File: config.mk
export PLATFORM = sky130hd
export DESIGN_NAME = jtag_scan_ctrl
export DESIGN_NICKNAME = d
export VERILOG_FILES = /design/src/rtl/jtag_scan_ctrl.sv
export SDC_FILE = /design/constraint.sdc
export NUM_CORES = 1
export LEC_CHECK = 0
export CAP_MARGIN = 40
export CORE_ASPECT_RATIO = 1.2
export CORE_MARGIN = 2
export CORE_UTILIZATION = 31
export DETAILED_ROUTE_END_ITERATION = 10
export PLACE_DENSITY = 0.48
export SYNTH_ARGS = -nofsm -noshare
export SYNTH_HDL_FRONTEND = slang
export SYNTH_SLANG_ARGS = --single-unit
export TNS_END_PERCENT = 10
File: constraint.sdc
create_clock -name TCK -period 4.1 [get_ports TCK]
set_input_delay 0.82 -clock TCK [delete_from_list [all_inputs] [get_ports TCK]]
set_output_delay 0.82 -clock TCK [all_outputs]
set_load 0.02 [all_outputs]
File: src/rtl/jtag_scan_ctrl.sv
// Command-driven JTAG scan sequencer: turns reset / IR scan / DR scan / idle-N commands
// into registered TMS/TDI streams on the shared TCK and captures TDO, parking the TAP in RTI.
module jtag_scan_ctrl #(
   parameter int MAX_LEN = 16,
   parameter int LEN_W   = 5
) (
   input  logic               TCK,
   input  logic               TRST,
   input  logic               CMD_VALID,
   output logic               CMD_READY,
   input  logic [1:0]         CMD_TYPE,
   input  logic [LEN_W-1:0]   CMD_LEN,
   input  logic [MAX_LEN-1:0] CMD_DATA,
   output logic               RSP_VALID,
   output logic               RSP_ERR,
   output logic [MAX_LEN-1:0] RSP_DATA,
   output logic               TMS_O,
   output logic               TDI_O,
   input  logic               TDO_I,
   output logic               BUSY
);

   localparam int IDX_W = $clog2(MAX_LEN);
   localparam logic [LEN_W-1:0] LEN_ONE   = LEN_W'(1);
   localparam logic [LEN_W-1:0] LEN_MAX   = LEN_W'(MAX_LEN);
   localparam logic [LEN_W-1:0] INIT_LAST = LEN_W'(5);

   typedef enum logic [3:0] {
      INIT, IDLE, SEL_DR, SEL_IR, CAPTURE, SHIFT, EXIT1, UPDATE, RUN, DONE
   } state_e;

   typedef enum logic [1:0] {
      CMD_RESET = 2'd0, CMD_IR = 2'd1, CMD_DR = 2'd2, CMD_IDLE = 2'd3
   } cmd_e;

   state_e             state_q, state_d;
   cmd_e               type_q, type_d;
   logic [LEN_W-1:0]   cnt_q, cnt_d;
   logic [LEN_W-1:0]   len_q, len_d;
   logic [MAX_LEN-1:0] data_q, data_d;
   logic [MAX_LEN-1:0] cap_q, cap_d;
   logic [MAX_LEN-1:0] rsp_data_q, rsp_data_d;
   logic               rsp_valid_q, rsp_valid_d;
   logic               rsp_err_q, rsp_err_d;
   logic               ready_q, ready_d;
   logic               tms_q, tms_d;
   logic               tdi_q, tdi_d;
   logic               rst_cmd_q, rst_cmd_d;
   logic               complete;

   always_comb begin
      // NOTE: every variable gets a default before the case so no path leaves it unassigned (no latches).
      state_d     = state_q;
      type_d      = type_q;
      cnt_d       = cnt_q;
      len_d       = len_q;
      data_d      = data_q;
      cap_d       = cap_q;
      rsp_data_d  = rsp_data_q;
      rsp_valid_d = 1'b0;
      rsp_err_d   = 1'b0;
      ready_d     = ready_q;
      rst_cmd_d   = rst_cmd_q;
      complete    = 1'b0;

      case (state_q)
         INIT: begin
            if (cnt_q == INIT_LAST) begin
               if (rst_cmd_q) begin
                  complete  = 1'b1;
                  rst_cmd_d = 1'b0;
               end else begin
                  state_d = IDLE;
                  ready_d = 1'b1;
               end
            end else begin
               cnt_d = cnt_q + LEN_ONE;
            end
         end
         IDLE, DONE: begin
            state_d = IDLE;
            ready_d = 1'b1;
            if (CMD_VALID && ready_q) begin
               type_d  = cmd_e'(CMD_TYPE);
               len_d   = CMD_LEN;
               data_d  = CMD_DATA;
               cnt_d   = '0;
               cap_d   = '0;
               ready_d = 1'b0;
               if (type_d == CMD_RESET) begin
                  state_d   = INIT;
                  rst_cmd_d = 1'b1;
               end else if (CMD_LEN == '0 || CMD_LEN > LEN_MAX) begin
                  // Rejected lengths answer at once and never touch the TAP.
                  state_d     = DONE;
                  rsp_valid_d = 1'b1;
                  rsp_err_d   = 1'b1;
               end else begin
                  state_d = RUN;
               end
            end
         end
         RUN: begin
            if (type_q == CMD_IDLE) begin
               if (cnt_q == len_q - LEN_ONE) complete = 1'b1;
               else                          cnt_d = cnt_q + LEN_ONE;
            end else begin
               state_d = SEL_DR;
            end
         end
         SEL_DR:  state_d = (type_q == CMD_IR) ? SEL_IR : CAPTURE;
         SEL_IR:  state_d = CAPTURE;
         CAPTURE: begin
            state_d = SHIFT;
            cnt_d   = '0;
         end
         SHIFT: begin
            cap_d[cnt_q[IDX_W-1:0]] = TDO_I;
            if (cnt_q == len_q - LEN_ONE) state_d = EXIT1;
            else                          cnt_d   = cnt_q + LEN_ONE;
         end
         EXIT1:   state_d  = UPDATE;
         UPDATE:  complete = 1'b1;
         default: state_d  = INIT;
      endcase

      if (complete) begin
         state_d     = DONE;
         rsp_valid_d = 1'b1;
         ready_d     = 1'b1;
         rsp_data_d  = (type_q == CMD_IR || type_q == CMD_DR) ? cap_d : '0;
      end
   end

   // Pins are registered from the next state, so TMS/TDI line up with the state register.
   always_comb begin
      tms_d = 1'b0;
      tdi_d = 1'b0;
      case (state_d)
         INIT:   tms_d = (cnt_d < INIT_LAST);
         RUN:    tms_d = (type_d != CMD_IDLE);
         SEL_DR: tms_d = (type_d == CMD_IR);
         EXIT1:  tms_d = 1'b1;
         SHIFT: begin
            tms_d = (cnt_d == len_d - LEN_ONE);
            tdi_d = data_d[cnt_d[IDX_W-1:0]];
         end
         default: ;
      endcase
   end

   // NOTE: sequential state uses non-blocking assignments so every flop samples pre-edge values.
   always_ff @(posedge TCK) begin
      if (TRST) begin
         state_q     <= INIT;
         type_q      <= CMD_RESET;
         cnt_q       <= '0;
         len_q       <= '0;
         data_q      <= '0;
         cap_q       <= '0;
         rsp_data_q  <= '0;
         rsp_valid_q <= 1'b0;
         rsp_err_q   <= 1'b0;
         ready_q     <= 1'b0;
         tms_q       <= 1'b1;
         tdi_q       <= 1'b0;
         rst_cmd_q   <= 1'b0;
      end else begin
         state_q     <= state_d;
         type_q      <= type_d;
         cnt_q       <= cnt_d;
         len_q       <= len_d;
         data_q      <= data_d;
         cap_q       <= cap_d;
         rsp_data_q  <= rsp_data_d;
         rsp_valid_q <= rsp_valid_d;
         rsp_err_q   <= rsp_err_d;
         ready_q     <= ready_d;
         tms_q       <= tms_d;
         tdi_q       <= tdi_d;
         rst_cmd_q   <= rst_cmd_d;
      end
   end

   assign CMD_READY = ready_q;
   assign BUSY      = ~ready_q;
   assign RSP_VALID = rsp_valid_q;
   assign RSP_ERR   = rsp_err_q;
   assign RSP_DATA  = rsp_data_q;
   assign TMS_O     = tms_q;
   assign TDI_O     = tdi_q;

endmodule

==> flow_summary.yaml <==
yosys:
  synthArstFlopShare_pct: 0
  syn-instance-count: 483
  yosysUniqueCellTypes: 63
  synth_seq_cells: 70
  dominantRegCellSynth: "dfxtp_1"
  ys.warnings.count: 0
  syn_nets: 518
  synth_edf_count: 0
  synth_area_um2: 3810
  ys_seq_area_share_pct: 36.7
  avgSynthCellArea_um2: 7.90
clock_network:
  hold_buffers: 0
  cts_sinks: 70
  post_cts_buffers: 0
  cts_tree: "done"
  clock_latency_ps: 340
  root_buffer: "clkbuf_16"
  cts.path.max_buffers: 2
  cts_buffers: 9
  h-tree-depth: 3
  clkTransAtPathRegs_ps: 60
  cts_resized: 0
floorplanning:
  rows: 44
  coreArea_um2: 12100
  fp.dieW_um: 105
  die-area_um2: 13200
  ioPinCount: 49
  fp.dieH_um: 126
  initial_utilization_pct: 31.6
drt:
  drcViolationCount: 0
  vias: 3470
  drtIter0Drc: 155
  firstDrtPassIters: 4
  ant_nets: 0
  vias_per_cell: 5.07
  post_drt_wl_per_cell_um: 15.1
  wl_um: 10400
worst_hold_path:
  hp-class: "reg2reg"
layout:
  n_fill_cell: 1235
  multi_input_area_um2: 2260
  final_cells: 685
  layout-drive-gt1-share_pct: 8.02
  syn_to_final_growth_pct: 23.3
  n_antenna_cell: 0
  regArea_um2: 1400
  nets: 555
critical_path:
  criticalPathCategory: "reg2reg"
  cp-start-kind: "flop"
  path_cells: "nor2b_1 > o31a_1 > a211oi_4 > a311oi_2 > nor2_4 > xnor2_1 > xor2_1 > o22ai_1 > a311o_1"
  crit_family: "compound AO/OA/AOI/OAI gates"
  max_stage_delay_ps: 790
  critPathMaxFanout: 22
  cp-end-kind: "flop"
  crit_slowest_cell: "dfxtp_1"
  critPathBufInv: 0
  arrival_ps: 3440
  crit_required_ps: 4320
timing:
  period_needed_ps: 3220
  tightest_slew_ps: 726
  final-hold-violation-count: 0
  max_clock_freq_mhz: 311
  setup-violations-final: 0
  rsz0062_at_grt: "no"
  skew_ps: 4.23
  worst_slack_ps: 885
  tns_ps: 0
  fin_hold_ws_ps: 453
  slew_violations: 0
  slew_headroom_pct: 51.5
  finalCritPeriodShare_pct: 78.4
grt:
  grt_first_pass_wirelength_um: 17000
  grt_util_all_layers_pct: 15.9
  grt_pass1_vias: 3421
  antenna_found_initial: 0
  grt_max_degree: 38
  overflow: 0
placed_design:
  io_buffer_count: 48
  dp_slack_ps: 734
  dp_hpwl_um: 7540
  place.gp.congestion: 0.811
  dpl.cell_count: 670
power:
  leakage_uw: 0.00169
  vdd_drop_max_v: 0.000148
  powerDensity_nw_per_um2: 318
job:
  cap_violations: 0
outcome:
  status: "finished clean"
[sequential cells by signal, summed over array words and instances, names as in the netlist, 2 cells and up]
signal,flops
RSP_DATA,16
cap_q,16
cnt_q,5
data_q,16
len_q,5
state_q,4
type_q,2
[worst paths after layout]
check / from / endpoint / depth (start not counted) / slack (ps)
max: cnt_q[2] / TMS_O / 9 / 880
min: data_q[7] / data_q[7] / 2 / 450
max reg2reg: cnt_q[2] / TMS_O / 9 / 880
min reg2reg: data_q[7] / data_q[7] / 2 / 450
[cell type report]
| cell class | count | area share [%] |
|---|---|---|
| multi-input cells | 374 | 48.1 |
| flip-flops and latches | 70 | 29.8 |
| repair buffers | 54 | 11.3 |
| clock buffers | 9 | 4.79 |
| well taps | 161 | 4.28 |
| inverters | 11 | 0.878 |
| clock inverters | 6 | 0.824 |
[cells in the mapped netlist (3+ instances only)]
library cell,n,area [um^2]
and3_1,3,18.8
nand3_1,8,40.0
mux2i_1,14,140
o21ai_0,40,200
dfxtp_1,70,1400
a21oi_1,62,310
inv_1,10,37.5
o21bai_1,3,22.5
nand2_1,65,244
nor3_1,4,20.0
xnor2_1,7,61.3
clkbuf_1,22,82.6
nand4_1,5,31.3
nor2_1,41,154
ha_1,8,100
nand2b_1,3,18.8
a31oi_1,7,43.8
nor3b_1,15,113
o21ai_1,5,25.0
nor2b_1,30,188
xor2_1,6,52.6
[cell families (layout without fill, tap and decap cells)]
kind of cell               count (synthesis)  after routing  share of synthesized area (%)
AOI/OAI and AO/OA                        145            145                           23.5
xor gates and xnor gates                  14             14                           3.41
adders and majority gates                  8              8                           2.62
buffers and inverters                     39             80                           4.10
DFF                                       70             70                           36.7
muxes                                     14             14                           3.67
and+or+nand+nor                          193            193                           25.9
[worst min-delay path, cell delays in order (launching register included)]
cell     delay, ps
dfxtp_1        300
nand2_1         50
a21oi_1         50
[where the power goes]
part	total, uW	internal [uW]	switching, uW
Clock	704	404	300
Combinational	102	48.5	53.7
Sequential	689	683	5.68
[stage by stage]
| step | util [%] | power [uW] | cell area (um^2) |
|---|---|---|---|
| floorplan | - | 759 | 3810 |
| global placement | 36.7 | 803 | 4420 |
| detailed placement | 36.8 | 806 | 4440 |
| CTS | 39.0 | 1520 | 4700 |
| global route | 39.0 | 1560 | 4700 |
| finish | 39.0 | 1490 | 4700 |
[per-layer routing]
metal / GRT usage, % / share of wire (%)
met1: 19.6 / 44
met2: 27.0 / 50
met3: 3.34 / 3.9
met4: 6.20 / 1.5
met5: 0 / 0
[cells in the final DEF (no fill, tap or decap), types with 7 or more instances in the layout]
cell and instances:
nor2b_1 30, nand2_1 65, clkbuf_16 9, nand3_1 8, xnor2_1 7, dfxtp_1 70
inv_1 10, ha_1 8, nor3b_1 15, nor2_1 41, mux2i_1 14, o21ai_0 40
a21oi_1 62, clkdlybuf4s50_1 47
Note: power is estimated with default switching activity, not from simulation.
